**config.mk**
```make
export PLATFORM = sky130hd
export DESIGN_NAME = uart_rx_capture_buffer_flat
export DESIGN_NICKNAME = d
export VERILOG_FILES = /design/src/rtl/uart_rx_capture_buffer_if.sv /design/src/rtl/uart_rx_capture_buffer.sv /design/src/flat_wrapper.sv
export SDC_FILE = /design/constraint.sdc
export NUM_CORES = 1
export LEC_CHECK = 0
export ABC_CLOCK_PERIOD_IN_PS = 3300
export CAP_MARGIN = 20
export CORE_MARGIN = 2
export CORE_UTILIZATION = 45
export CTS_CLUSTER_DIAMETER = 150
export DETAILED_ROUTE_END_ITERATION = 7
export GPL_ROUTABILITY_DRIVEN = 0
export GPL_TIMING_DRIVEN = 0
export SLEW_MARGIN = 40
export SYNTH_ARGS = -nofsm -noshare
export SYNTH_HDL_FRONTEND = slang
export SYNTH_SLANG_ARGS = --single-unit
```
**constraint.sdc**
```tcl
create_clock -name clk -period 3.3 [get_ports clk]
set_clock_uncertainty 0.1 [all_clocks]
set_input_delay 0.495 -clock clk [delete_from_list [all_inputs] [get_ports clk]]
set_output_delay 0.495 -clock clk [all_outputs]
set_load 0.02 [all_outputs]
```
**src/rtl/uart_rx_capture_buffer_if.sv**
```systemverilog
// Bus bundle for uart_rx_capture_buffer: RX capture inputs, shared read
// port and per-channel status outputs. The master side drives the inputs;
// the slave side is the buffer itself.
interface uart_rx_capture_buffer_if #(
    parameter int G_NB_CHANNEL        = 2,
    parameter int G_DATA_WIDTH        = 8,
    parameter int G_BUFFER_ADDR_WIDTH = 4
);
    localparam int SELW = (G_NB_CHANNEL > 1) ? $clog2(G_NB_CHANNEL) : 1;
    localparam int CW   = G_BUFFER_ADDR_WIDTH + 1;

    logic [G_NB_CHANNEL-1:0]              i_rx_done;
    logic [G_NB_CHANNEL*G_DATA_WIDTH-1:0] i_rx_data;
    logic [G_NB_CHANNEL-1:0]              i_parity_err;
    logic [G_NB_CHANNEL-1:0]              i_clr;
    logic                                 i_rd_req;
    logic [SELW-1:0]                      i_rd_sel;
    logic                                 o_rd_valid;
    logic [G_DATA_WIDTH-1:0]              o_rd_data;
    logic                                 o_rd_perr;
    logic                                 o_rd_err;
    logic [G_NB_CHANNEL*CW-1:0]           o_count;
    logic [G_NB_CHANNEL-1:0]              o_empty;
    logic [G_NB_CHANNEL-1:0]              o_full;
    logic [G_NB_CHANNEL-1:0]              o_overflow;

    modport master (
        output i_rx_done, i_rx_data, i_parity_err, i_clr, i_rd_req, i_rd_sel,
        input  o_rd_valid, o_rd_data, o_rd_perr, o_rd_err,
        input  o_count, o_empty, o_full, o_overflow
    );

    modport slave (
        input  i_rx_done, i_rx_data, i_parity_err, i_clr, i_rd_req, i_rd_sel,
        output o_rd_valid, o_rd_data, o_rd_perr, o_rd_err,
        output o_count, o_empty, o_full, o_overflow
    );
endinterface

```
**src/rtl/uart_rx_capture_buffer.sv**
```systemverilog
// Multi-channel UART RX capture buffer: one circular buffer per channel,
// filled on each rising edge of that channel's rx_done, drained through a
// single shared read port with one cycle of read latency.
module uart_rx_capture_buffer #(
    parameter int G_NB_CHANNEL        = 2,
    parameter int G_DATA_WIDTH        = 8,
    parameter int G_BUFFER_ADDR_WIDTH = 4,
    parameter int G_OVERWRITE         = 0
) (
    input logic                     clk,
    input logic                     rst_n,
    uart_rx_capture_buffer_if.slave bus
);
    localparam int N    = G_NB_CHANNEL;
    localparam int W    = G_DATA_WIDTH;
    localparam int AW   = G_BUFFER_ADDR_WIDTH;
    localparam int CW   = AW + 1;
    localparam int D    = 2 ** AW;
    localparam int SELW = (N > 1) ? $clog2(N) : 1;
    localparam int SELN = 2 ** SELW;

    logic [N-1:0]    rx_prev_q;
    logic [AW-1:0]   wptr_q [N];
    logic [AW-1:0]   wptr_d [N];
    logic [AW-1:0]   rptr_q [N];
    logic [AW-1:0]   rptr_d [N];
    logic [CW-1:0]   cnt_q  [N];
    logic [CW-1:0]   cnt_d  [N];
    logic [N-1:0]    ovf_q;
    logic [N-1:0]    ovf_d;
    logic [W:0]      mem_q  [N][D];

    logic [SELN-1:0] sel_map_s;
    logic            sel_ok_s;
    logic [SELW-1:0] sel_idx_s;
    logic [N-1:0]    rise_s;
    logic [N-1:0]    pop_s;
    logic [N-1:0]    full_s;
    logic [N-1:0]    wr_en_s;
    logic [W:0]      wr_word_s [N];

    logic            rd_valid_q, rd_valid_d;
    logic            rd_err_q, rd_err_d;
    logic            rd_perr_q, rd_perr_d;
    logic [W-1:0]    rd_data_q, rd_data_d;

    // Per-channel event decode: rx_done edges, read hits and fullness.
    always_comb begin
        for (int i = 0; i < SELN; i++) begin
            sel_map_s[i] = (i < N) ? 1'b1 : 1'b0;
        end
        sel_ok_s  = sel_map_s[bus.i_rd_sel];
        sel_idx_s = sel_ok_s ? bus.i_rd_sel : {SELW{1'b0}};
        for (int k = 0; k < N; k++) begin
            rise_s[k]    = bus.i_rx_done[k] & ~rx_prev_q[k];
            pop_s[k]     = bus.i_rd_req & sel_ok_s & (sel_idx_s == SELW'(k))
                           & (cnt_q[k] != {CW{1'b0}});
            full_s[k]    = (cnt_q[k] == CW'(D));
            wr_word_s[k] = {bus.i_parity_err[k], bus.i_rx_data[k*W +: W]};
        end
    end

    // Pointer, count and overflow next state; clear beats write and read.
    always_comb begin
        for (int k = 0; k < N; k++) begin
            wptr_d[k]  = wptr_q[k];
            rptr_d[k]  = rptr_q[k];
            cnt_d[k]   = cnt_q[k];
            ovf_d[k]   = ovf_q[k];
            wr_en_s[k] = 1'b0;
            if (bus.i_clr[k]) begin
                wptr_d[k] = {AW{1'b0}};
                rptr_d[k] = {AW{1'b0}};
                cnt_d[k]  = {CW{1'b0}};
                ovf_d[k]  = 1'b0;
            end else if (rise_s[k] && (!full_s[k] || pop_s[k])) begin
                // Normal accepted write, possibly paired with a pop.
                wr_en_s[k] = 1'b1;
                wptr_d[k]  = wptr_q[k] + AW'(1);
                if (pop_s[k]) begin
                    rptr_d[k] = rptr_q[k] + AW'(1);
                end else begin
                    cnt_d[k] = cnt_q[k] + CW'(1);
                end
            end else if (rise_s[k]) begin
                // Full with no pop: flag it, optionally replace the oldest.
                ovf_d[k] = 1'b1;
                if (G_OVERWRITE != 0) begin
                    wr_en_s[k] = 1'b1;
                    wptr_d[k]  = wptr_q[k] + AW'(1);
                    rptr_d[k]  = rptr_q[k] + AW'(1);
                end else begin
                    wr_en_s[k] = 1'b0;
                end
            end else if (pop_s[k]) begin
                rptr_d[k] = rptr_q[k] + AW'(1);
                cnt_d[k]  = cnt_q[k] - CW'(1);
            end else begin
                cnt_d[k] = cnt_q[k];
            end
        end
    end

    // Read response: pop the oldest word or flag an empty/invalid/cleared read.
    always_comb begin
        rd_valid_d = 1'b0;
        rd_err_d   = 1'b0;
        rd_data_d  = rd_data_q;
        rd_perr_d  = rd_perr_q;
        if (bus.i_rd_req) begin
            if (sel_ok_s && !bus.i_clr[sel_idx_s] && (cnt_q[sel_idx_s] != {CW{1'b0}})) begin
                rd_valid_d             = 1'b1;
                {rd_perr_d, rd_data_d} = mem_q[sel_idx_s][rptr_q[sel_idx_s]];
            end else begin
                rd_err_d = 1'b1;
            end
        end else begin
            rd_valid_d = 1'b0;
        end
    end

    // Control state registers; rx_done history resets high to mask a held level.
    always_ff @(posedge clk or negedge rst_n) begin
        if (!rst_n) begin
            rx_prev_q  <= {N{1'b1}};
            ovf_q      <= {N{1'b0}};
            rd_valid_q <= 1'b0;
            rd_err_q   <= 1'b0;
            rd_perr_q  <= 1'b0;
            rd_data_q  <= {W{1'b0}};
            for (int k = 0; k < N; k++) begin
                wptr_q[k] <= {AW{1'b0}};
                rptr_q[k] <= {AW{1'b0}};
                cnt_q[k]  <= {CW{1'b0}};
            end
        end else begin
            rx_prev_q  <= bus.i_rx_done;
            ovf_q      <= ovf_d;
            rd_valid_q <= rd_valid_d;
            rd_err_q   <= rd_err_d;
            rd_perr_q  <= rd_perr_d;
            rd_data_q  <= rd_data_d;
            for (int k = 0; k < N; k++) begin
                wptr_q[k] <= wptr_d[k];
                rptr_q[k] <= rptr_d[k];
                cnt_q[k]  <= cnt_d[k];
            end
        end
    end

    // Word storage; contents deliberately survive reset and clear.
    always_ff @(posedge clk) begin
        for (int k = 0; k < N; k++) begin
            if (wr_en_s[k]) begin
                mem_q[k][wptr_q[k]] <= wr_word_s[k];
            end
        end
    end

    // Drive the bus outputs from registered state.
    always_comb begin
        bus.o_rd_valid = rd_valid_q;
        bus.o_rd_err   = rd_err_q;
        bus.o_rd_data  = rd_data_q;
        bus.o_rd_perr  = rd_perr_q;
        bus.o_overflow = ovf_q;
        for (int k = 0; k < N; k++) begin
            bus.o_count[k*CW +: CW] = cnt_q[k];
            bus.o_empty[k]          = (cnt_q[k] == {CW{1'b0}});
            bus.o_full[k]           = (cnt_q[k] == CW'(D));
        end
    end
endmodule

```
**src/flat_wrapper.sv**
```systemverilog
// flat-port wrapper written by rule: the top's interface ports become plain ports
module uart_rx_capture_buffer_flat 
#(
    parameter int G_NB_CHANNEL        = 2,
    parameter int G_DATA_WIDTH        = 8,
    parameter int G_BUFFER_ADDR_WIDTH = 4,
    parameter int G_OVERWRITE         = 0
)
  (clk, rst_n, bus_i_rx_done, bus_i_rx_data, bus_i_parity_err, bus_i_clr, bus_i_rd_req, bus_i_rd_sel, bus_o_rd_valid, bus_o_rd_data, bus_o_rd_perr, bus_o_rd_err, bus_o_count, bus_o_empty, bus_o_full, bus_o_overflow);
  uart_rx_capture_buffer_if #(.G_NB_CHANNEL(G_NB_CHANNEL), .G_DATA_WIDTH(G_DATA_WIDTH), .G_BUFFER_ADDR_WIDTH(G_BUFFER_ADDR_WIDTH)) bus_i ();
  input logic clk;
  input logic rst_n;
  input wire logic [$bits(bus_i.i_rx_done)-1:0] bus_i_rx_done;
  input wire logic [$bits(bus_i.i_rx_data)-1:0] bus_i_rx_data;
  input wire logic [$bits(bus_i.i_parity_err)-1:0] bus_i_parity_err;
  input wire logic [$bits(bus_i.i_clr)-1:0] bus_i_clr;
  input wire logic [$bits(bus_i.i_rd_req)-1:0] bus_i_rd_req;
  input wire logic [$bits(bus_i.i_rd_sel)-1:0] bus_i_rd_sel;
  output wire logic [$bits(bus_i.o_rd_valid)-1:0] bus_o_rd_valid;
  output wire logic [$bits(bus_i.o_rd_data)-1:0] bus_o_rd_data;
  output wire logic [$bits(bus_i.o_rd_perr)-1:0] bus_o_rd_perr;
  output wire logic [$bits(bus_i.o_rd_err)-1:0] bus_o_rd_err;
  output wire logic [$bits(bus_i.o_count)-1:0] bus_o_count;
  output wire logic [$bits(bus_i.o_empty)-1:0] bus_o_empty;
  output wire logic [$bits(bus_i.o_full)-1:0] bus_o_full;
  output wire logic [$bits(bus_i.o_overflow)-1:0] bus_o_overflow;
  assign bus_i.i_rx_done = bus_i_rx_done;
  assign bus_i.i_rx_data = bus_i_rx_data;
  assign bus_i.i_parity_err = bus_i_parity_err;
  assign bus_i.i_clr = bus_i_clr;
  assign bus_i.i_rd_req = bus_i_rd_req;
  assign bus_i.i_rd_sel = bus_i_rd_sel;
  assign bus_o_rd_valid = bus_i.o_rd_valid;
  assign bus_o_rd_data = bus_i.o_rd_data;
  assign bus_o_rd_perr = bus_i.o_rd_perr;
  assign bus_o_rd_err = bus_i.o_rd_err;
  assign bus_o_count = bus_i.o_count;
  assign bus_o_empty = bus_i.o_empty;
  assign bus_o_full = bus_i.o_full;
  assign bus_o_overflow = bus_i.o_overflow;
  uart_rx_capture_buffer #(.G_NB_CHANNEL(G_NB_CHANNEL), .G_DATA_WIDTH(G_DATA_WIDTH), .G_BUFFER_ADDR_WIDTH(G_BUFFER_ADDR_WIDTH), .G_OVERWRITE(G_OVERWRITE)) u_core (.clk(clk), .rst_n(rst_n), .bus(bus_i));
endmodule
```
Yosys cells after proc, flatten, opt, wreduce, memory -nomap -nowiden

Memories as Yosys holds them, arrays and structs flattened.
Cells that the tools add are included.

Register bits after elaboration: 41
Bits in latches: 0
Memory bits (writable): 288
ROM bits: 0
Input bits: 26
Output and inout bits: 27
Word-level logic and storage cells: 136
Memories kept: 1

Add/sub/neg operators: 8
Multipliers: 0
Div/mod/pow operators: 0
$lt $le $gt $ge: 8
Equality and inequality tests: 8
Shifts and indexed selects: 0
Mux-type cells: 57
Bitwise logic cells: 14
Reductions and logical operators: 27

Memory list:

| memory       | depth | bits a word | rd ports | clocked after memory_dff | write ports | RTL line                     | RTL |
|---|---|---|---|---|---|---|---|
| u_core.mem_q | 2     | 144         | 1        | 0                        | 2           | uart_rx_capture_buffer.sv:31 | `logic [W:0] mem_q [N][D];` |

Operators with widths:

| operator            | count |
|---|---|
| $mux 144            | 2 |
| $demux 9 s4         | 2 |
| $mux 5              | 13 |
| $mux 4              | 15 |
| $bmux 9 s4          | 1 |
| $mux 9              | 4 |
| $mux 1              | 20 |
| $add 4x1->4 const B | 4 |
| $ge 5x5->1 const B  | 3 |
| $not 4->5           | 3 |
| $reduce_bool 5->1   | 3 |
| $ne 3x3->1 const B  | 4 |
| $add 5x1->5 const B | 2 |
| $eq 5x5->1 const B  | 2 |
| $logic_not 5->1     | 2 |
| $lt 5x1->1 const B  | 2 |
| $sub 5x1->5 const B | 2 |
| $reduce_bool 2->1   | 4 |
| $and 1x1->1         | 7 |
| $logic_and 1x1->1   | 6 |
| $reduce_and 2->1    | 3 |
| $reduce_and 3->1    | 2 |
| $reduce_bool 3->1   | 2 |
| $lt 1x2->1 const B  | 2 |
| other kinds (6)     | 12 |

Logic depth before layout (Yosys ltp)

Gate-level depths: netlist of the first run.

Word-level depth: 12
Gate-level depth with buffers: 11
Depth with buffers taken out: 9

Worst setup path before layout of the first run

Ideal clock, no wire load.

Path type: input port to flip-flop
Start: input bus_i_rd_sel
End: register u_core.cnt_q, in the netlist u_core.bus.o_count[9]
Library setup time: 0.086 ns
Arrival: 2.575 ns
Data required time: 3.114 ns
Setup slack: 0.539 ns
Stages: 11
Buffers on the path: 2
Path through: buf_4 -> buf_2 -> nand2_1 -> a31oi_4 -> inv_1 -> fa_1 -> a21o_1 -> a21oi_1 -> and3_1 -> nor3_1 -> nor3_1

Longest elaborated chain between the ends: 7
Elaborated cells between the ends (all ways): 11
Classes of those cells: 2 x eq/ne; 3 x mux; 2 x bitwise; 4 x reduce/logical

RTL lines:

| item                                                        | RTL line                      | RTL |
|---|---|---|
| from (decl)                                                 | flat_wrapper.sv:18            | `input wire logic [$bits(bus_i.i_rd_sel)-1:0] bus_i_rd_sel;` |
| $mux 1 (*)                                                  | uart_rx_capture_buffer.sv:53  | `sel_idx_s = sel_ok_s ? bus.i_rd_sel : {SELW{1'b0}};` |
| $and 1x1->1 (*)                                             | uart_rx_capture_buffer.sv:56  | `pop_s[k] = bus.i_rd_req & sel_ok_s & (sel_idx_s == SELW'(k))` |
| $and 1x1->1 (*)                                             | uart_rx_capture_buffer.sv:57  | `& (cnt_q[k] != {CW{1'b0}});` |
| $logic_or 1x1->1                                            | uart_rx_capture_buffer.sv:76  | `end else if (rise_s[k] && (!full_s[k] \|\| pop_s[k])) begin` |
| $logic_and 1x1->1                                           | uart_rx_capture_buffer.sv:76  |  |
| $ne 3x3->1 (no source line) (tied with other cells)         | n/a                           |  |
| $reduce_and 3->1 (no source line) or $mux 5 (tied branches) | n/a                           |  |
| to (signal, indexed assignment)                             | uart_rx_capture_buffer.sv:134 | `cnt_q[k] <= {CW{1'b0}};` |
| to (signal, indexed assignment)                             | uart_rx_capture_buffer.sv:146 | `cnt_q[k] <= cnt_d[k];` |
| to (decl)                                                   | uart_rx_capture_buffer.sv:27  | `logic [CW-1:0] cnt_q [N];` |

Every way passes the cells marked *; elsewhere a longest branch is shown, timed or not.
A chain may end at the register's enable or synchronous reset.

Worst setup path in the final report of the first run

Start: register u_core.rptr_q[1] (netlist bit)
End: register u_core.rd_perr_q (netlist: u_core.bus.o_rd_perr)

Longest elaborated chain between the ends: 7

RTL lines:

| item                                       | RTL line                      | RTL |
|---|---|---|
| from (decl)                                | uart_rx_capture_buffer.sv:25  | `logic [AW-1:0] rptr_q [N];` |
| from (signal, indexed assignment)          | uart_rx_capture_buffer.sv:133 | `rptr_q[k] <= {AW{1'b0}};` |
| from (signal, indexed assignment)          | uart_rx_capture_buffer.sv:145 | `rptr_q[k] <= rptr_d[k];` |
| $mux 4 (not written as such) (3 in series) | uart_rx_capture_buffer.sv:113 | `{rd_perr_d, rd_data_d} = mem_q[sel_idx_s][rptr_q[sel_idx_s]];` |
| $not 4->5 (not written as such)            | uart_rx_capture_buffer.sv:113 |  |
| $bmux 9 s4                                 | uart_rx_capture_buffer.sv:113 |  |
| $mux 9 (not written as such) (2 in series) | uart_rx_capture_buffer.sv:113 |  |
| to (signal assigned)                       | uart_rx_capture_buffer.sv:141 | `rd_perr_q <= rd_perr_d;` |
| to (decl)                                  | uart_rx_capture_buffer.sv:44  | `logic rd_perr_q, rd_perr_d;` |

Every way passes these cells. The select of a mux whose other input is x is not followed.

==> results, run 1 <==
- The run finished with clean final reports.
- The largest net degree at the start of global routing is 35.
- The final layout contains between 1000 and 1500 nets.
- After detailed routing, the average wire length per cell comes to around 24 µm.
- The worst setup path is captured at a register.
- The signed area change from the synthesized netlist to the final layout is 16.3%.
- 53 I/O pins were placed.
- The most critical setup path has its startpoint at u_core.rptr_q[1]$_DFFE_PN0P_.
- The number of DRC markers after the initial detailed-route iteration is 805.
- The tool flagged a number of max-cap violations equal to 0.
- The H-tree depth is 2.
- The max-slew headroom at the worst pin is 0.421.
- The later pin in the worst-skew pair is clocked with a latency of just over 0.5 ns.
- The number of nets produced by synthesis is between 900 and 1000.
- For this run, the total global-route usage over all layers was measured as 0.213.
- The maximum achievable frequency is about 320 MHz.
- In the final layout, the share of cells above drive strength 1 is 0.144.
- edfxtp_1 is the most common cell in the netlist.
- Across all register-to-register paths, the minimum setup slack is around 0.14 ns.
- The total die area is 31900 µm².
- The placement row count is 63.
- The cell leakage power is around 5.4 nW.
- Setup repair after global routing could not meet its margin everywhere.
- The slew at the pin with the worst max-slew slack is between 0.8 and 0.9 ns.
- The setup path with the least slack is of type reg -> reg.
- The remaining design rule violation count is 0.
- The sequential-to-total area share from yosys stat is 0.706.
- The final number of hold-violating endpoints is 0.
- The biggest area consumer among synthesized cells is edfxtp_1.
- Power spread over the standard cell area amounts to around 650 nW/µm².
- The delay of the slowest cell on the worst path is ~0.7 ns.
- The vias after detailed routing is roughly 7800.
- The initial antenna violation count is 0.
- The vertical die dimension is 179 µm.
- The detail route stage leaves a number of antenna-violating nets equal to 0.
- STA puts the critical path data arrival time at between 3 and 4 ns.
- The starting density of the core is 0.460.
- In the finished design, the share of the clock period the worst path needs comes to 0.959.
- The area share of the largest cell type after synthesis is 0.631.
- TritonCTS built the clock tree.
- For this run, the leading register cell type out of synthesis is edfxtp_1.
- After clock tree synthesis, the clock-pin slew on the worst setup and hold paths is 0.06 ns.
- The routed via count divided by cell count is about 5.7.
- The half-perimeter wire length after detailed placement is about 22000 µm.
- The count of buffers added on input and output ports is 50.
- The largest voltage drop on the vdd net is between 0.3 and 0.4 mV.
- The category of the worst setup path launch point is a register.
- The clock tree root buffer cell is clkbuf_16.
- For the worst setup path, the data required time is 3.64 ns.
- The count of final max-slew check failures is 0.
- The most frequent cell on the critical path is mux2i_1.
- After routing, the total negative slack on setup checks comes to 0 ns.
- The critical register-to-register path endpoint is u_core.bus.o_rd_perr$_DFFE_PN0P_.
- The number of warnings issued by yosys is 0.
- The clock passes through at most 3 buffers.
- The fraction of registers with async set or reset after synthesis is 0.125.
- The launch point of the worst reg-to-reg path is u_core.rptr_q[1]$_DFFE_PN0P_.
- The slowest cell on the critical path is buf_1.
- The number of antenna repair diodes is 0.
- A synthesized cell averages approximately 16 µm².
- After synthesis the netlist holds a flip-flop and latch count of 329.
- After synthesis, the cell types taking the most area are edfxtp_1, mux2i_1, dfrtp_1.
- The synthesized netlist contains 66 unique library cells.
- TritonCTS created 35 clock buffers.
- The worst slack at placement is -0.831 ns.
- The overall die width is about 180 µm.
- After layout, the worst setup slack is around 0.14 ns.
- The commonest cells after synthesis are edfxtp_1, mux2i_1, nor2_1, nand2_1, dfrtp_1.
- After floorplanning, the core was sized to cover 29800 µm².
- The clock period could shrink to 3.16 ns.
- The first-pass GRT wire length is a little under 50000 µm.
- Measured in cells, the most critical reg-to-reg path has a length of 7.
- The post-synthesis instance total is 870.
- The worst hold path class is in -> async.
- The synthesized design contains 288 enable-type register cells.
- The total power of the final layout is slightly above 10 mW.
- In this run the worst path has a maximum fanout of 10.
- The via count of the first global-routing pass is between 7000 and 8000.
- The total clock sinks is ~330.
- After global routing the overflow that remains totals 0.
- The final core area utilization is 0.535.
- The timing endpoint of the critical path is u_core.bus.o_rd_perr$_DFFE_PN0P_.
- The first-pass iteration count of the detailed router is 6.
- The final layout contains routed wiring with a total length of about 33000 µm.
- The final-report setup violation count is 0.
- Walking the worst path, the cells encountered are buf_2 -> buf_1 -> mux2i_1 -> mux2i_1 -> o211ai_1 -> nand4_1 -> a31oi_1.
- The cell area after synthesis is around 14000 µm².
==> state kept, by name, summed over array words and instances (netlist names) <==
name / cells
u_core.bus.o_rd_err: 1
u_core.rx_prev_q: 2
u_core.mem_q: 288
u_core.wptr_q: 8
u_core.bus.o_rd_valid: 1
u_core.bus.o_rd_perr: 1
u_core.bus.o_rd_data: 8
u_core.rptr_q: 8
u_core.bus.o_count: 10
u_core.bus.o_overflow: 2
==> routing by layer <==
metal / wire (µm) / global-route usage / up-vias
li1: - / - / 3516
met3: 2160 / 0.0386 / 64
met4: 991 / 0.0671 / 0
met1: 13700 / 0.285 / 3940
met2: 16100 / 0.354 / 251
met5: 0 / 0 / -
==> layout by cell type (no fill, tap or decap), types with 18 or more instances in the layout <==
cell	synthesis	routed
ha_1	18	18
edfxtp_1	288	288
nand2_1	54	54
clkdlybuf4s50_1	0	49
nor2_1	92	60
clkbuf_16	0	37
mux2i_1	106	104
clkbuf_1	13	23
nor2_2	0	28
dfrtp_1	39	39
==> cells by family after synthesis <==
logic type      after synthesis  synth area share
compound gates               82            0.0433
xor+xnor                     18            0.0115
fa+ha+maj                    20            0.0193
buf+inv                      51            0.0196
flops                       329             0.706
mux                         135             0.119
simple gates                235            0.0815
==> power by group <==
| part | internal [mW] | switching [mW] | total [mW] |
|---|---|---|---|
| sequential | 4.66 | 0.128 | 4.78 |
| clock | 2.20 | 1.53 | 3.73 |
| combinational | 0.784 | 1.05 | 1.84 |
==> layout make-up <==
cell class,count,area [µm²]
clock inverters,14,120
repair buffers,54,543
fillers,2464,13800
flip-flops and latches,329,9680
plain buffers,40,230
inverters,11,41.3
multi-input cells,490,3890
clock buffers,47,963
well taps,390,488
==> stage by stage <==
step	hold WS (ns)	area, µm²	cells
4_1_cts	0.234	15900	1373
5_1_grt	0.270	16000	1375
6_report	0.248	16000	1375
3_3_place_gp	0.394	14700	1310
2_1_floorplan	0.0994	13700	870
3_5_place_dp	0.229	14800	1311
==> critical path: cells and delay by family, from the launching register on <==
family / cells / cell delay (ns)
buffers and inverters: 2 / 1.05
muxes: 2 / 0.66
AOI/OAI and AO/OA: 2 / 0.52
DFF: 1 / 0.50
and+or+nand+nor: 1 / 0.24
==> what timing repair did <==
item,in CTS,in global routing
setup endpoints to repair,100,111
hold endpoints to repair,39,0
hold buffers,1,0
buffers inserted,0,2
pin swaps,0,1
gates resized for setup,11,3
==> how the worst min path moves through the flow <==
stage	slack, ns	cells past startpoint	to
floorplan	0.1	0	u_core.bus.o_count[0]$_DFFE_PN0P_
global placement	0.39	2	u_core.bus.o_overflow[1]$_DFFE_PN0P_
detailed placement	0.23	1	u_core.bus.o_count[5]$_DFFE_PN0P_
CTS	0.23	2	u_core.rptr_q[0]$_DFFE_PN0P_
global route	0.27	2	u_core.rptr_q[0]$_DFFE_PN0P_
finish	0.25	2	u_core.rptr_q[0]$_DFFE_PN0P_
No activity file was read; power rests on OpenSTA's default activity.
==> run 2, diff against run 1 <==
PLACE_DENSITY = 0.65   (was not set)
==> run 2 against run 1 <==
Effect of this change:
- register-to-register slack better by 0.11 ns
- sequential power hardly changed
- die area stayed put
- first-iteration DRC count down 12%
- flip-flop and latch count stayed put
- power about the same
- sequential share of layout area down 0.23 points
- highest routed layer unchanged
==> results, run 2 (synthesis results as in run 1) <==
- The placed instance count is 1311.
- The initial antenna violation count is 0.
- The half-perimeter wire length after detailed placement is roughly 22000 µm.
- In the layout the commonest cells are edfxtp_1, mux2i_1, nor2_1.
- Counting stages on the worst path, the most repeated cell is mux2i_1.
- The total die area is about 32000 µm².
- The final-report setup violation count is 0.
- For the worst setup path, the data required time is between 3 and 4 ns.
- The final number of hold-violating endpoints came to 0.
- At the pin with the least slew margin, the transition time is 0.869 ns.
- The flip-flop count of the largest register after layout is between 200 and 300.
- The starting density of the core is 0.460.
- The worst path needs approximately 3.0 ns of the cycle, external delays included.
- Setup repair after global routing left no endpoint under its margin.
- For this run, the post-layout net count is slightly above 1000.
- Measured against its own limit, the worst slew margin works out to 0.421.
- In the finished design, the share of the clock period the worst path needs comes to 0.924.
- The overall routing resource usage is 0.210.
- STA classifies the critical path startpoint as a register.
- The run finished with clean final reports.
- Dividing the detail-routed wire length by the instance count gives around 23 µm.
- In this design, the stage delay of the slowest critical-path cell is around 0.68 ns.
- The residual antenna-violating net count after detailed routing is 0.
- For this run, the share of the core covered by cells in the final layout is 0.537.
- The area growth from synthesis to layout is 16.8%.
- Across the run, the number of max-cap violations was 0.
- The vias after detailed routing is approximately 7800.
- The largest net degree at the start of global routing is 35.
- The first-pass iteration count of the detailed router is 7.
- The top-level port count is 53.
- In this run the critical register-to-register path is captured at u_core.bus.o_rd_perr$_DFFE_PN0P_.
- The number of clock buffers inserted by TritonCTS is 35.
- In the routed layout, each cell is associated on average with a via count of between 5 and 6.
- The largest voltage drop on the vdd net is about 0.43 mV.
- The clock passes through at most 3 buffers.
- The count of final max-slew check failures is 0.
- Of the cells placed in the final design, the portion with a size suffix greater than 1 is 0.149.
- For this run, the number of standard cells in the final layout without fillers is 1382.
- The first-pass GRT wire length is 48400 µm.
- The post-detailed-routing wire length is 32300 µm.
- The H-tree depth is 2.
- The cell leakage power is between 5 and 6 nW.
- The most frequent standard cell in the layout excluding fill and tap cells is edfxtp_1.
- The maximum achievable frequency is 328 MHz.
- The overall die width is 179 µm.
- Of all nets on the critical path, the largest fanout is 10.
- The clock-pin transition on the worst setup and hold timing paths is roughly 0.060 ns.
- The clock reaches the later pin of the worst-skew pair after 0.50 ns.
- The worst setup path is captured at a register.
- The clock net in this run drives a total of ~330 sinks.
- The number of cell instances on the worst register-to-register path is 7.
- The remaining global-route overflow is 0.
- The clock tree root buffer cell is clkbuf_16.
- The category of the critical setup timing path is reg -> reg.
- The number of DRC markers after the initial detailed-route iteration is 709.
- The signal arrival time at the worst endpoint is about 3.4 ns.
- The CTS tree is built.
- In the routed design, unresolved DRC markers number 0.
- The reg-to-reg setup timing slack is approximately 0.25 ns.
- The count of port buffers added during placement is 50.
- The startpoint identified for the worst register-to-register timing path is u_core.rptr_q[1]$_DFFE_PN0P_.
- The signal on the critical path passes through buf_2 -> buf_1 -> mux2i_1 -> mux2i_1 -> o211ai_1 -> nand4_1 -> a31oi_1.
- The via count of the first global-routing pass is slightly above 8000.
- The vertical die dimension is roughly 180 µm.
- The slowest cell on the critical path is buf_1.
- The placement row count is 63.
- The area of the placeable core is around 30000 µm².
- Dividing total power by cell area gives a power density of approximately 650 nW/µm².
- The worst hold path belongs to the class in -> async.
-- run 2: worst max path at each step --
stage | from | slack, ns | endpoint | cells past startpoint
floorplan | bus_i_rd_sel | 0.54 | u_core.bus.o_count[9]$_DFFE_PN0P_ | 11
detailed placement | bus_i_rd_sel | -0.83 | u_core.mem_q[1][142]$_DFFE_PP_ | 8
global placement | bus_i_rd_sel | -0.87 | u_core.mem_q[1][57]$_DFFE_PP_ | 9
CTS | bus_i_rd_sel | -0.003 | u_core.mem_q[0][50]$_DFFE_PP_ | 8
global route | u_core.bus.o_count[0]$_DFFE_PN0P_ | 0.13 | u_core.bus.o_count[4]$_DFFE_PN0P_ | 9
finish | u_core.rptr_q[1]$_DFFE_PN0P_ | 0.25 | u_core.bus.o_rd_perr$_DFFE_PN0P_ | 7
-- run 2: power by group --
group / internal [mW] / switching, mW / total, mW / leakage, nW
Clock: 2.25 / 1.48 / 3.74 / 0.545
Sequential: 4.66 / 0.128 / 4.78 / 3.12
Combinational: 0.789 / 1.05 / 1.84 / 1.75
-- run 2: metal layers --
layer | GRT usage | vias to the layer above | wire length [µm]
met2 | 0.345 | 312 | 15700
li1 | - | 3533 | -
met5 | 0 | - | 0
met3 | 0.0437 | 55 | 2230
met4 | 0.0701 | 0 | 960
met1 | 0.280 | 3929 | 13400
-- run 2: cell type report --
type	instances	area (µm²)
Clock buffer	50	995
Clock inverter	13	114
Timing Repair Buffer	58	576
Antenna cell	1	2.50
Fill cell	2451	13800
Buffer	40	230
Sequential cell	329	9680
Inverter	11	45.0
Tap cell	390	488
Multi-Input combinational cell	490	3890
-- run 2: stage by stage --
stage | setup slack (ns) | hold WS (ns) | cell area, µm² | power, mW | TNS (ns)
2_1_floorplan | 0.539 | 0.0994 | 13700 | 5.97 | 0
3_3_place_gp | -0.870 | 0.392 | 14700 | 6.65 | -133.22
3_5_place_dp | -0.832 | 0.229 | 14700 | 6.67 | -126.17
4_1_cts | -0.00334 | 0.236 | 15900 | 10.4 | -0.0124
5_1_grt | 0.126 | 0.239 | 16000 | 10.8 | 0
6_report | 0.251 | 0.253 | 16000 | 10.4 | 0
-- run 2: repair_timing --
item,in CTS,in global routing
buffers inserted,2,4
pin swaps,1,1
setup endpoints to repair,100,139
hold buffers,1,0
gates resized for setup,16,2
hold endpoints to repair,39,0
-- run 2: critical path: cells and delay by family (launching register included) --
| family | cells | cell delay, ns |
|---|---|---|
| AO/OA/AOI/OAI | 2 | 0.46 |
| flip-flops | 1 | 0.50 |
| buffers and inverters | 2 | 1.03 |
| multiplexers | 2 | 0.65 |
| AND/OR/NAND/NOR | 1 | 0.22 |
==> run 3, diff against run 2 <==
CTS_CLUSTER_SIZE = 16   (was not set)
==> run 3 against run 2 <==
Effect of this change:
- critical endpoint is now bus_o_empty[1]
- design area is 2.5% lower
- cell count is 1.5% lower
- power is 9.6% lower
==> results, run 3 (synthesis results as in run 1) <==
- The signed area change from the synthesized netlist to the final layout is 13.8%.
- The global routing met3 resource utilization is 0.0394.
- The clock-pin transition on the worst setup and hold timing paths is about 0.070 ns.
- The cell leakage power is 5.20 nW.
- The time the worst path needs with I/O delays and setup is slightly above 3 ns.
- Across the run, the number of max-cap violations was 0.
- The placement row count is 63.
- IR analysis of the VDD net gives a maximum drop of approximately 0.41 mV.
- The final number of hold-violating endpoints was 0.
- After detailed routing, the number of remaining DRC violations is 0.
- The library cell used most frequently in the layout, excluding fill and tap cells, is edfxtp_1.
- Pin placement for this block handled 53 I/O pins.
- The vertical die dimension is about 180 µm.
- The final route contains about 7800 vias.
- Setup violations remaining at the end of the flow were counted as 0.
- CTS placed an instance of clkbuf_16 at the clock tree root.
- On the final layout, the worst hold slack is 0.226 ns.
- The final clock period utilization by the worst path is 0.932.
- Summing all flip-flop and latch instances after layout gives 9680 µm².
- met2 is the most crowded layer.
- The H-tree depth is 1.
- TritonCTS built the clock tree.
- The initial antenna violation count is 0.
- Dividing the detail-routed wire length by the instance count gives roughly 24 µm.
- Timing would allow up to roughly 330 MHz.
- The worst setup path is captured at an output port.
- The half-perimeter wire length after detailed placement is 21900 µm.
- The total power per unit cell area is ~600 nW/µm².
- At the worst endpoint, the required time is 2.70 ns.
- The largest fanout on the critical path is 5.
- The count of final max-slew check failures is 0.
- Buffers placed on the I/O ports in this run total 50.
- The number of antenna repair diodes is 0.
- In this run the worst hold path is classified as in -> async.
- The critical path is of the reg -> out type.
- The first detailed-routing pass ran for 6 iterations.
- The net count of the finished layout is 1000.
- The area of the placeable core is between 20000 and 30000 µm².
- The starting density of the core is 0.460.
- The routed design has roughly 32000 µm of wire.
- The worst slack at placement is -0.832 ns.
- The top cell types in the final layout, fill and taps aside, are edfxtp_1, mux2i_1, nor2_1.
- At the pin with the least slew margin, the transition time is ~0.85 ns.
- The total die area is 31900 µm².
- At the worst endpoint, the arrival time is approximately 2.5 ns.
- The max-slew headroom at the worst pin is 0.432.
- The finished cells cover 15600 µm².
- The via count of the first global-routing pass is 7958.
- The total clock sinks is 329.
- In the final layout, the share of cells above drive strength 1 is 0.130.
- Fill cells in the final layout number 2474.
- The number of DRC markers after the initial detailed-route iteration is ~860.
- The worst setup path is launched from a register.
- The run finished with clean final reports.
- The first global-routing pass estimated ~48000 µm of wire.
- The total power of the final layout is 9.36 mW.
- The number of clock buffers inserted by TritonCTS is 24.
- In the global route stage, overall resource usage came out at 0.207.
- For met1 alone, demand over resource in global routing was 0.280.
- The instance area after placement is between 10000 and 15000 µm².
- In the routed layout, each cell is associated on average with a via count of around 5.7.
- Summing all multi-input logic gate instances after layout gives slightly below 4000 µm².
- The detail route stage leaves a number of antenna-violating nets equal to 0.
- For this run the aggregate overflow at the end of global routing stands at 0.
- The register with the most flip-flops in the layout has 288 of them.
- The largest net degree at the start of global routing is 35.
- For this run, global-route usage on met2 was measured as 0.341.
- Setup repair after global routing left no endpoint under its margin.
- The final setup slack of the worst path is around 0.22 ns.
- Clock latency on the worst-skew pair, taken at its later pin, is 0.52 ns.
- The maximum buffer depth of the clock tree is 3.
- The die is 179 µm wide.
## run 3: cell type report
| type | instances | share of cell area |
|---|---|---|
| plain buffers | 40 | 0.0148 |
| well taps | 390 | 0.0313 |
| multi-input cells | 490 | 0.249 |
| clock buffers | 42 | 0.0442 |
| clock inverters | 1 | 0.000561 |
| flip-flops and latches | 329 | 0.620 |
| repair buffers | 58 | 0.0369 |
| inverters | 11 | 0.00289 |
## run 3: stage by stage
step / cells / utilization / setup TNS (ns)
global placement: 1310 / 0.493 / -133.22
detailed placement: 1311 / 0.495 / -126.17
CTS: 1357 / 0.521 / 0
finish: 1361 / 0.524 / 0
global route: 1361 / 0.524 / 0
floorplan: 870 / - / 0
## run 3: metal layers
metal / wire length [µm] / vias to the layer above / share of wire
li1: - / 3505 / -
met1: 13400 / 3927 / 0.42
met2: 15400 / 288 / 0.48
met3: 2150 / 59 / 0.067
met4: 1100 / 0 / 0.034
met5: 0 / - / 0
## run 3: timing repair
item                                   4_1_cts  5_1_grt
pin swaps                                    1        1
resized for setup                           15        3
hold buffers                                 1        0
buffers inserted                             2        4
endpoints found under the hold margin       39        0
setup endpoints to repair                   82       86
## run 3: path summary, 6_finish.rpt
check,slack [ns],endpoint,startpoint,depth (start not counted)
max,0.22,bus_o_empty[1],u_core.bus.o_count[5]$_DFFE_PN0P_,3
min,0.23,u_core.bus.o_count[5]$_DFFE_PN0P_,rst_n,2
max reg2reg,0.26,u_core.bus.o_rd_perr$_DFFE_PN0P_,u_core.rptr_q[1]$_DFFE_PN0P_,7
min reg2reg,0.41,u_core.bus.o_overflow[0]$_DFFE_PN0P_,u_core.bus.o_overflow[0]$_DFFE_PN0P_,2
max in group asynchronous,2.39,u_core.rx_prev_q[0]$_DFF_PN1_,rst_n,3
min in group clk,0.25,u_core.rptr_q[7]$_DFFE_PN0P_,bus_i_clr[0],2
## run 3: where the power goes
| part | switching, mW | total (mW) | internal, mW |
|---|---|---|---|
| clock | 1.33 | 2.75 | 1.42 |
| sequential | 0.128 | 4.78 | 4.65 |
| combinational | 1.05 | 1.83 | 0.788 |
| total | 2.51 | 9.36 | 6.86 |
## run 3: worst max-delay path: stages, from the launching register on
cell and delay, ns:
dfrtp_1 0.47, nor4_2 0.66, and2_1 0.22, clkdlybuf4s50_1 0.60
==> edit: new RTL, settings of run 1 <==
`G_BUFFER_ADDR_WIDTH` is set to 4 in 3 places; all go to 2.
--- a/src/rtl/uart_rx_capture_buffer_if.sv
+++ b/src/rtl/uart_rx_capture_buffer_if.sv
@@ -6,3 +6,3 @@
     parameter int G_DATA_WIDTH        = 8,
-    parameter int G_BUFFER_ADDR_WIDTH = 4
+    parameter int G_BUFFER_ADDR_WIDTH = 2
 );
--- a/src/rtl/uart_rx_capture_buffer.sv
+++ b/src/rtl/uart_rx_capture_buffer.sv
@@ -6,3 +6,3 @@
     parameter int G_DATA_WIDTH        = 8,
-    parameter int G_BUFFER_ADDR_WIDTH = 4,
+    parameter int G_BUFFER_ADDR_WIDTH = 2,
     parameter int G_OVERWRITE         = 0
--- a/src/flat_wrapper.sv
+++ b/src/flat_wrapper.sv
@@ -5,3 +5,3 @@
     parameter int G_DATA_WIDTH        = 8,
-    parameter int G_BUFFER_ADDR_WIDTH = 4,
+    parameter int G_BUFFER_ADDR_WIDTH = 2,
     parameter int G_OVERWRITE         = 0
Ports: changed (resized bus_o_count); port bits go from 53 to 49. The function was not compared with the original's and may differ.
==> edit against run 1 <==
- sequential cell count down 228
- register-to-register slack better by 660 ps
- power down 71%
- worst setup slack better by 360 ps
- wire length down 77%
- cell count down 68%
- area after synthesis down 69%
- synthesized cell count down 70%
- final area down 68%
- maximum frequency up 13%
- non-clock buffer count down 35
- sequential power down 68%
==> edit: results <==
metrics = {
    "run_status": {
        "status": "finished clean",
    },
    "yosys": {
        "syn-num-nets": 301,
        "yosysSeqAreaShare_pct": 68.1,
        "synth_area_leaders": "edfxtp_1 51%, dfrtp_1 16%, mux4_2 9.6%",
        "yosys-top-cells-count": "72 x edfxtp_1, 27 x dfrtp_1, 19 x inv_1, 18 x mux4_2",
        "async_reset_ff_share_pct": 28.7,
        "synth-edff-count": 72,
    },
    "final_layout": {
        "layout.nets": 362,
        "largest_reg_flops": 72,
        "drive_gt1_share_pct": 13.6,
    },
    "timing": {
        "slew_headroom_pct": 48.2,
    },
    "worst_setup_path": {
        "crit_end": "u_core.bus.o_count[1]",
        "slowest_stage": "clkdlybuf4s50_1",
        "worstPathArrival_ps": 2960,
        "r2r_slack_ps": 800,
        "startpoint": "bus_i_rd_sel",
        "path_delay_family": "compound AO/OA/AOI/OAI gates",
        "worstReg2RegStart": "u_core.rx_prev_q[1]",
        "timing.critical_path.fanout_max": 8,
        "cpPeakStageDelay_ps": 560,
    },
    "global_route": {
        "grt_pass1_wl_mm": 12.4,
        "grt_max_degree": 22,
        "grt_usage_pct": 16.7,
    },
    "place": {
        "dp.cells": 425,
        "io_buffers": 48,
    },
    "clock_tree": {
        "clk_pin_slew_ps": 90,
        "numCtsBuffers": 9,
        "post_cts_resized": 0,
    },
    "drt": {
        "first_pass_iters": 5,
    },
}
## edit: cell types whose count changed after synthesis, sizes merged, moves of 10 or more
cell / change
nand2b: -11
mux2i: -104
nor2: -77
nand4: -13
nand2: -53
buf: -22
edfxtp: -216
ha: -10
dfrtp: -12
xor2: -13
## edit: worst min-delay path, stage by stage, from the launching register on
cell and delay, ps:
dfrtp_1 360, a31oi_1 50, nor2_1 70
## edit: power by group
part	switching [mW]	total, mW	internal, mW
sequential	0.0683	1.52	1.45
combinational	0.337	0.642	0.306
clock	0.416	0.846	0.430
## edit: layout make-up
cell class / count / area [um^2]
flip-flops and latches: 101 / 2890
inverters: 19 / 71.3
plain buffers: 9 / 43.8
multi-input cells: 136 / 1240
clock inverters: 7 / 96.3
fillers: 760 / 4080
well taps: 111 / 139
repair buffers: 50 / 513
clock buffers: 9 / 124
## edit: through the flow
step | setup slack, ps | util (%) | instance area, um^2 | power [mW] | hold WS (ps)
final | 499 | 55.6 | 5110 | 3.01 | 416
after global routing | 324 | 55.6 | 5110 | 3.15 | 429
after CTS | 513 | 55.6 | 5110 | 3.04 | 419
after detailed placement | 107 | 53.1 | 4880 | 2.19 | 287
after global placement | 155 | 52.9 | 4860 | 2.18 | 387
after floorplan | 994 | - | 4240 | 1.89 | 99.4
## edit: layer usage
metal / track usage (%) / wire length [um]
met5: 0 / 0
met4: 4.05 / 73
met3: 6.03 / 366
met2: 26.5 / 3640
met1: 22.1 / 3630
## edit: cell families after synthesis
family,count (synthesis),share of synthesized area [%]
adders and majority gates,10,3.30
buffers and inverters,28,2.71
xor gates and xnor gates,7,1.45
DFF,101,68.1
and+or+nand+nor,56,7.43
muxes,23,11.1
AOI/OAI and AO/OA,40,5.87
